--- src/rtl/ir_fetch_stage.sv ---
// ---------------------------------------------------------------------------
// ir_fetch_stage
//
// Instruction-register stage sitting directly behind the instruction memory
// of the multicycle datapath. A fetch request (ir_write) captures the PC,
// waits out the memory read latency, then registers the memory word and its
// decoded MIPS fields. The result is offered downstream with valid/ready.
// A retired-instruction counter and a sticky overrun flag are also kept.
//
// Parameters
//   MEM_LATENCY  cycles from accepted ir_write to mem_data valid (1..7)
//   COUNT_W      width of instr_count
//
// Ports
//   clk, reset     single clock, synchronous active-high reset
//   ir_write       fetch request (PC presented to memory this cycle)
//   pc             PC captured with an accepted request
//   mem_data       memory data-out word
//   ready          downstream accepts the held instruction
//   valid          instr/pc_tag/fields are valid and held
//   instr, pc_tag  captured word and its PC
//   opcode..jaddr  registered decode of instr
//   busy           a new request would be dropped this cycle
//   overrun        sticky: a request was dropped
//   instr_count    completed handshakes, wraps modulo 2^COUNT_W
// ---------------------------------------------------------------------------
module ir_fetch_stage #(
    parameter int MEM_LATENCY = 1,
    parameter int COUNT_W     = 16
) (
    input  logic               clk,
    input  logic               reset,
    input  logic               ir_write,
    input  logic [31:0]        pc,
    input  logic [31:0]        mem_data,
    input  logic               ready,
    output logic               valid,
    output logic [31:0]        instr,
    output logic [31:0]        pc_tag,
    output logic [5:0]         opcode,
    output logic [4:0]         rs,
    output logic [4:0]         rt,
    output logic [4:0]         rd,
    output logic [4:0]         shamt,
    output logic [5:0]         funct,
    output logic [31:0]        imm_sext,
    output logic [25:0]        jaddr,
    output logic               busy,
    output logic               overrun,
    output logic [COUNT_W-1:0] instr_count
);

    localparam logic [1:0] ST_IDLE = 2'd0;
    localparam logic [1:0] ST_WAIT = 2'd1;
    localparam logic [1:0] ST_FULL = 2'd2;

    // Countdown reload: a value of zero means mem_data is sampled on the
    // very next edge, so MEM_LATENCY=1 loads 0.
    localparam logic [2:0] LAT_LOAD = 3'(MEM_LATENCY - 1);

    localparam logic [COUNT_W-1:0] COUNT_ONE = {{(COUNT_W-1){1'b0}}, 1'b1};

    logic [1:0]         state_q,    state_d;
    logic [2:0]         lat_q,      lat_d;
    logic [31:0]        instr_q,    instr_d;
    logic [31:0]        pc_tag_q,   pc_tag_d;
    logic [5:0]         opcode_q,   opcode_d;
    logic [4:0]         rs_q,       rs_d;
    logic [4:0]         rt_q,       rt_d;
    logic [4:0]         rd_q,       rd_d;
    logic [4:0]         shamt_q,    shamt_d;
    logic [5:0]         funct_q,    funct_d;
    logic [31:0]        imm_sext_q, imm_sext_d;
    logic [25:0]        jaddr_q,    jaddr_d;
    logic               overrun_q,  overrun_d;
    logic [COUNT_W-1:0] count_q,    count_d;

    logic handshake;
    logic accept;
    logic drop;

    // A request in FULL is only taken when the held word leaves in the
    // same cycle; anywhere else outside IDLE it is dropped.
    assign handshake = (state_q == ST_FULL) && ready;
    assign accept    = ir_write && ((state_q == ST_IDLE) || handshake);
    assign drop      = ir_write && !accept;

    always_comb begin
        state_d    = state_q;
        lat_d      = lat_q;
        instr_d    = instr_q;
        pc_tag_d   = pc_tag_q;
        opcode_d   = opcode_q;
        rs_d       = rs_q;
        rt_d       = rt_q;
        rd_d       = rd_q;
        shamt_d    = shamt_q;
        funct_d    = funct_q;
        imm_sext_d = imm_sext_q;
        jaddr_d    = jaddr_q;
        count_d    = count_q;
        overrun_d  = overrun_q | drop;

        if (accept) begin
            pc_tag_d = pc;
            lat_d    = LAT_LOAD;
        end

        case (state_q)
            ST_IDLE: begin
                if (accept) begin
                    state_d = ST_WAIT;
                end
            end
            ST_WAIT: begin
                if (lat_q != 3'd0) begin
                    lat_d = lat_q - 3'd1;
                end else begin
                    // Fields are decoded from the same word that lands in
                    // instr, so they can never disagree with it.
                    instr_d    = mem_data;
                    opcode_d   = mem_data[31:26];
                    rs_d       = mem_data[25:21];
                    rt_d       = mem_data[20:16];
                    rd_d       = mem_data[15:11];
                    shamt_d    = mem_data[10:6];
                    funct_d    = mem_data[5:0];
                    imm_sext_d = {{16{mem_data[15]}}, mem_data[15:0]};
                    jaddr_d    = mem_data[25:0];
                    state_d    = ST_FULL;
                end
            end
            ST_FULL: begin
                if (handshake) begin
                    count_d = count_q + COUNT_ONE;
                    state_d = accept ? ST_WAIT : ST_IDLE;
                end
            end
            default: begin
                state_d = ST_IDLE;
            end
        endcase
    end

    always_ff @(posedge clk) begin
        if (reset) begin
            state_q    <= ST_IDLE;
            lat_q      <= 3'd0;
            instr_q    <= 32'd0;
            pc_tag_q   <= 32'd0;
            opcode_q   <= 6'd0;
            rs_q       <= 5'd0;
            rt_q       <= 5'd0;
            rd_q       <= 5'd0;
            shamt_q    <= 5'd0;
            funct_q    <= 6'd0;
            imm_sext_q <= 32'd0;
            jaddr_q    <= 26'd0;
            overrun_q  <= 1'b0;
            count_q    <= '0;
        end else begin
            state_q    <= state_d;
            lat_q      <= lat_d;
            instr_q    <= instr_d;
            pc_tag_q   <= pc_tag_d;
            opcode_q   <= opcode_d;
            rs_q       <= rs_d;
            rt_q       <= rt_d;
            rd_q       <= rd_d;
            shamt_q    <= shamt_d;
            funct_q    <= funct_d;
            imm_sext_q <= imm_sext_d;
            jaddr_q    <= jaddr_d;
            overrun_q  <= overrun_d;
            count_q    <= count_d;
        end
    end

    assign valid       = (state_q == ST_FULL);
    assign busy        = (state_q == ST_WAIT) || ((state_q == ST_FULL) && !ready);
    assign instr       = instr_q;
    assign pc_tag      = pc_tag_q;
    assign opcode      = opcode_q;
    assign rs          = rs_q;
    assign rt          = rt_q;
    assign rd          = rd_q;
    assign shamt       = shamt_q;
    assign funct       = funct_q;
    assign imm_sext    = imm_sext_q;
    assign jaddr       = jaddr_q;
    assign overrun     = overrun_q;
    assign instr_count = count_q;

endmodule

--- config.mk ---
export PLATFORM = sky130hd
export DESIGN_NAME = ir_fetch_stage
export DESIGN_NICKNAME = d
export VERILOG_FILES = /design/src/rtl/ir_fetch_stage.sv
export SDC_FILE = /design/constraint.sdc
export NUM_CORES = 1
export LEC_CHECK = 0
export ABC_AREA = 1
export BUFFER_PORTS_ARGS = -buffer_cell sky130_fd_sc_hd__buf_2
export CAP_MARGIN = 10
export CORE_MARGIN = 2
export CORE_UTILIZATION = 39
export CTS_CLUSTER_DIAMETER = 200
export DETAILED_ROUTE_END_ITERATION = 12
export PLACE_DENSITY = 0.76
export SYNTH_ARGS = -nofsm -noshare
export SYNTH_HDL_FRONTEND = slang
export SYNTH_SLANG_ARGS = --single-unit
--- constraint.sdc ---
create_clock -name clk -period 1.2 [get_ports clk]
set_input_delay 0.18 -clock clk [delete_from_list [all_inputs] [get_ports clk]]
set_output_delay 0.18 -clock clk [all_outputs]
set_load 0.005 [all_outputs]
==> results of run 1 <==
[cell families after synthesis]
group | Yosys count | share of synthesized area, %
AO/OA/AOI/OAI | 116 | 14.9
XOR/XNOR | 5 | 1.10
adder cells (fa/ha/maj) | 3 | 0.945
buffers and inverters | 166 | 24.7
flip-flops | 86 | 43.3
AND/OR/NAND/NOR | 142 | 15.0
[cells in the final DEF (no fill, tap or decap), types with 3 or more instances in the layout]
cell          n
nand3_1       4
nand3_2       4
nor2_4        5
nor2_1       83
clkinvlp_4    3
inv_1        44
a21oi_2      11
nor2_2        3
buf_2       229
nand4_1       3
nand2_2       5
a21oi_1      33
buf_12        4
buf_6        20
nand2_1      29
buf_4        26
o21ai_1      37
xor2_1        5
clkbuf_8      9
dfxtp_2       9
dfxtp_1      76
inv_2         6
o21ai_0      29
o21bai_1      3
[routing by layer]
metal | track usage (%) | routed length (um) | vias to the layer above
li1 | - | - | 1910
met5 | 0 | 0 | -
met2 | 33.9 | 5610 | 138
met4 | 5.43 | 107 | 0
met1 | 19.7 | 4190 | 1749
met3 | 5.36 | 742 | 8
[area by class of cell]
type / instances / area, um2 / area share, %
flip-flops and latches: 86 / 1740 / 31.9
repair buffers: 281 / 1710 / 31.3
multi-input cells: 266 / 1420 / 26.1
inverters: 55 / 223 / 4.09
well taps: 133 / 166 / 3.05
clock buffers: 9 / 124 / 2.27
clock inverters: 7 / 72.6 / 1.33
[power groups by stage]
stage	Sequential, uW	Clock, uW	Combinational (uW)
2_1_floorplan	3270	0	735
3_5_place_dp	3250	0	1050
5_1_grt	3220	2240	1360
3_3_place_gp	3240	0	1030
4_1_cts	3190	2100	1170
6_report	3190	2020	1230
[what timing repair did]
action,in CTS,in global routing
buffers inserted,6,1
hold endpoints to repair,0,0
pin swaps,8,9
setup endpoints to repair,99,109
cloned,3,2
resized for setup,61,57
[worst max path at each step]
stage,depth (start not counted),end,slack [ps]
2_1_floorplan,8,instr[22],-10
3_3_place_gp,8,instr[27],-170
3_5_place_dp,8,instr[13],-300
4_1_cts,6,busy,-150
5_1_grt,7,busy,-230
6_report,7,busy,-160
[sequential cells by signal, summed over array words and instances (netlist names)]
| register | count |
|---|---|
| pc_tag | 32 |
| lat_q | 3 |
| instr_count | 16 |
| state_q | 2 |
| instr | 32 |
| overrun | 1 |
[per-stage QoR]
step                power (uW)  std cells  area [um2]  setup WS [ps]  hold slack, ps
CTS                       6470        835        5300           -150            46.1
floorplan                 4000        518        4010          -10.7             258
global placement          4270        810        4840           -173             427
finish                    6450        837        5450           -162            64.9
global route              6820        837        5450           -231            62.6
detailed placement        4310        810        4840           -301             434
[critical path: cells and delay by family (launching register included)]
family | cells | cell delay, ps
buffers and inverters | 4 | 310
DFF | 1 | 350
and+or+nand+nor | 3 | 160
==> flow_summary_export.csv, run 1 <==
group,metric,value,unit
run_status,status,"complete, but fails checks",
run_status,violations,"setup timing",
synthesis,synth_most_common_cell,"buf_4",
synthesis,ys_types,26,
setup_path,r2r_start,"state_q[0]",
synthesis,synthTopCellsByArea,"dfxtp_1 43%, buf_4 17%, nor2_1 8.3%",
route,antenna_left,0,
pwr,seqPwrFrac,49.5,%
pwr,p_clk_share,31.3,%
setup_path,cp.required,1020,ps
timing,tightest_slew,302,ps
synthesis,yosys_warnings,0,
die,die_y,105,um
pwr,p_comb_share,19.1,%
final_layout,fill_cells,931,
worst_hold_path,worstHoldStart,"mem_data[24]",
timing,max_freq,734,MHz
die,dieArea,0.0110,mm2
route,wl_per_cell,12.7,um
synthesis,synth_top_area_share,43.3,%
global_route,grt_use_total,18.2,%
die,ioPinCount,241,
synthesis,synth_cells,518,
final_layout,utilization,55.5,%
job,cap_violations,0,
clock_network,cts_buffer_depth,2,
route,routed_via_density,4.55,
timing,hold_viol,0,
timing,grt_setup_unrepaired,"yes",
route,drtIter0Drc,140,
setup_path,worstSetupEndpointType,"primary output",
synthesis,yosysSeqAreaShare,43.3,%
clock_network,cts.sinks,86,
setup_path,max_stage_delay,350,ps
die,fp.coreArea,0.00982,mm2
timing,tns,-5930,ps
clock_network,cts_root_buf,"clkbuf_8",
timing,fin_crit_sh,114,%
setup_path,path_cells,"inv_4 > buf_6 > nand2_4 > inv_2 > nand2_2 > nand2_1 > buf_2",
worst_hold_path,worst_hold_path.endpoint,"instr[24]",
setup_path,startpoint,"state_q[0]",
final_layout,drive_gt1_share,50.1,%
timing,setup_viol,76,
pwr,p_int,4660,uW
synthesis,synth_top_cell_by_area,"dfxtp_1",
pwr,switching_power,1790,uW
pwr,netSwitchingFraction,27.8,%
clock_network,hold_buffers,0,
final_layout,area_growth,37.2,%
synthesis,syn-num-nets,589,
clock_network,cts_tree,"built",
clock_network,h-tree-depth,3,
route,wirelength,10700,um
synthesis,synthFlopType,"dfxtp_1",
timing,relSlewSlack,79.9,%
final_layout,diodes,0,
setup_path,rr_worst_depth,7,
setup_path,crit_arrival,1180,ps
route,drt_first_pass_iters,4,
die,die_x,105,um
clock_network,cts_buffers,9,
setup_path,r2r_end,"pc_tag[2]",
place,io_buffers,240,
global_route,grt_max_degree,44,
synthesis,async_flop_share,0,%
die,rows,36,
setup_path,critPathLaunchType,"flop",
setup_path,worstSetupPathType,"flop to primary output",
route,via_count,3805,
timing,final.min_clock_period,1360,ps
synthesis,netlist_top_cells_count,"90 x buf_4, 88 x nor2_1, 86 x dfxtp_1",
place,dp_hpwl,7320,um
synthesis,avgSynthCellArea,7.67,um2
synthesis,synth-edff-count,0,
synthesis,synth_area,0.00397,mm2
global_route,gr-total-overflow,0,
pwr,p_per_area,1180,mW/mm2
die,start_util,40.5,%
pwr,leakage,0.00279,uW
final_layout,nets,770,
timing,setup_ws,-162,ps
setup_path,rrSetupSlack,-130,ps
timing,fin_worst_skew,11.7,ps
global_route,antenna_found_initial,0,
worst_hold_path,hp-class,"primary input to flop",
place,gp_congestion,0.769,
clock_network,clk_latency,350,ps
pwr,ir_drop,733,uV
clock_network,clk_pin_slew,90,ps
global_route,grt_pass1_vias,3585,
worst_hold_path,min_path_cells,3,
route,drc,0,
setup_path,crit_fanout,3,
global_route,grt_first_pass_wirelength,16400,um
setup_path,slowest_stage,"dfxtp_2",
timing,slew_viol_final,0,
synthesis,synth_seq_cells,86,
Power figures use the tool's default switching activity.
==> run 2, diff against run 1 <==
--- a/config.mk
+++ b/config.mk
@@ -13,6 +13,7 @@
 export CTS_CLUSTER_DIAMETER = 200
 export DETAILED_ROUTE_END_ITERATION = 12
 export PLACE_DENSITY = 0.76
+export SETUP_SLACK_MARGIN = 0.02
 export SYNTH_ARGS = -nofsm -noshare
 export SYNTH_HDL_FRONTEND = slang
 export SYNTH_SLANG_ARGS = --single-unit
==> flow_summary_export.csv, run 2 (synthesis results as in run 1) <==
group,metric,value,unit
setup_path,crit_arrival,1610,ps
global_route,gr-total-overflow,0,
pwr,p_per_area,1080,mW/mm2
route,drc,0,
clock_network,h-tree-depth,3,
final_layout,seq_area,0.00175,mm2
setup_path,rr_worst_depth,9,
setup_path,max_stage_delay,360,ps
timing,max_freq,734,MHz
run_status,violations,"setup timing",
timing,final.min_clock_period,1360,ps
place,dp_hpwl,7580,um
global_route,antenna_found_initial,0,
clock_network,cts_buffer_depth,2,
place,dp.cells,811,
setup_path,cpLargestDelayFamily,"buffers and inverters",
global_route,grt_first_pass_wirelength,18300,um
pwr,leakage,0.00313,uW
final_layout,mostFrequentLayoutCell,"buf_2",
global_route,grt_use_total,20.7,%
final_layout,final_cell_mix,"218 x buf_2, 72 x dfxtp_1, 66 x nor2_1",
worst_hold_path,min_path_cells,3,
setup_path,path_cells,"inv_4 > ha_4 > inv_4 > nor2_4 > nand2_4 > buf_4 > buf_12 > o21ai_1 > nor2_1",
run_status,status,"complete, but fails checks",
setup_path,slowest_stage,"dfxtp_4",
timing,slew_viol_final,0,
global_route,grt_max_degree,44,
timing,setup_viol,83,
timing,hold_viol,0,
setup_path,startpoint,"lat_q[1]",
final_layout,instances_no_fill,864,
die,die_x,105,um
setup_path,cpMostUsedCell,"inv_4",
final_layout,area_growth,61.6,%
clock_network,clk_pin_slew,80,ps
clock_network,clk_latency,360,ps
global_route,grt_pass1_vias,3873,
setup_path,critPathLaunchType,"flop",
place,io_buffers,240,
timing,whs,62.0,ps
worst_hold_path,hp-class,"primary input to flop",
clock_network,cts.sinks,86,
final_layout,drive_gt1_share,64.3,%
die,ioPinCount,241,
die,fp.coreArea,0.00982,mm2
pwr,p_total,6930,uW
clock_network,hold_buffers,0,
setup_path,cp.required,1450,ps
setup_path,r2r_end,"instr[26]",
final_layout,fill_cells,801,
setup_path,rrSetupSlack,-160,ps
die,rows,36,
job,cap_violations,0,
route,wirelength,12800,um
route,via_count,4014,
route,drtIter0Drc,135,
route,antenna_left,0,
timing,fin_crit_sh,114,%
clock_network,cts_tree,"built",
route,wl_per_cell,14.8,um
timing,setup_ws,-162,ps
final_layout,nets,797,
clock_network,cts_buffers,9,
setup_path,worstSetupEndpointType,"flop",
timing,grt_setup_unrepaired,"yes",
route,routed_via_density,4.65,
die,die_y,105,um
timing,relSlewSlack,67.7,%
setup_path,worstSetupPathType,"flop to flop",
pwr,ir_drop,598,uV
worst_hold_path,worst_hold_path.endpoint,"instr[0]",
setup_path,path_buf_inv,4,
place,gp_congestion,0.835,
worst_hold_path,worstHoldStart,"mem_data[0]",
setup_path,crit_fanout,5,
die,dieArea,0.0110,mm2
route,drt_first_pass_iters,4,
timing,tightest_slew,485,ps
timing,fin_worst_skew,8.81,ps
final_layout,multi_input_area,0.00184,mm2
setup_path,r2r_start,"lat_q[1]",
die,start_util,40.5,%
final_layout,utilization,65.4,%
clock_network,cts_root_buf,"clkbuf_8",
final_layout,diodes,0,
run 2: cell types whose count changed in the layout (fill, tap and decap cells not counted), moves of 4 or more:
cell / delta
dfxtp_4: +4
clkbuf_16: +5
nor2_4: +7
buf_2: -11
nor2_2: +10
o21ai_0: -29
o21ai_1: -36
buf_12: +4
nor2_1: -17
buf_16: +5
o21ai_2: +57
dfxtp_1: -4
o21ai_4: +8
buf_6: +25
run 2: where the power goes:
| part | leakage, uW | internal [uW] | switching (uW) |
|---|---|---|---|
| registers | 0.000714 | 3040 | 172 |
| logic | 0.00233 | 941 | 805 |
| clock network | 0.0000904 | 959 | 1020 |
| total | 0.00313 | 4940 | 1990 |
run 2: timing repair:
action | CTS | global route
resized for setup | 155 | 102
setup buffers | 24 | 6
endpoints found under the setup margin | 90 | 120
pin swaps | 21 | 32
gates cloned | 10 | 6
hold endpoints to repair | 0 | 0
run 2: worst register-to-register path, stage by stage, from the launching register on:
cell and delay, ps:
dfxtp_4 360, inv_4 60, ha_4 130, inv_4 30, nor2_4 110, nand2_4 110, buf_4 160, buf_12 130
o21ai_1 110, nor2_1 60
run 2: how the worst max path moves through the flow:
stage	slack (ps)	depth (start not counted)	endpoint
after floorplan	30	8	instr[15]
after global placement	-20	8	instr[5]
after detailed placement	-80	9	instr[22]
after CTS	-190	6	busy
after global routing	-240	9	instr[26]
final	-160	9	instr[26]
run 2: cell type report:
class                           count  area share (%)
Multi-Input combinational cell    266            28.7
Clock inverter                      4           0.740
Timing Repair Buffer              308            35.1
Inverter                           55            3.51
Tap cell                          133            2.59
Clock buffer                       12            2.10
Sequential cell                    86            27.3
run 2: per-layer routing:
| layer | share of wire [%] | vias up | track usage (%) |
|---|---|---|---|
| met5 | 0 | - | 0 |
| met4 | 1.2 | 0 | 8.86 |
| met3 | 5.8 | 10 | 4.99 |
| met2 | 55 | 141 | 38.5 |
| met1 | 38 | 1894 | 22.1 |
| li1 | - | 1969 | - |
run 2: per-stage QoR:
stage | setup slack (ps) | instance area (um2) | setup TNS (ps)
floorplan | 30.6 | 4080 | 0
global placement | -20.7 | 4910 | -101
detailed placement | -81.5 | 4910 | -1820
CTS | -187 | 5940 | -7540
global route | -240 | 6420 | -13630
finish | -162 | 6420 | -7430
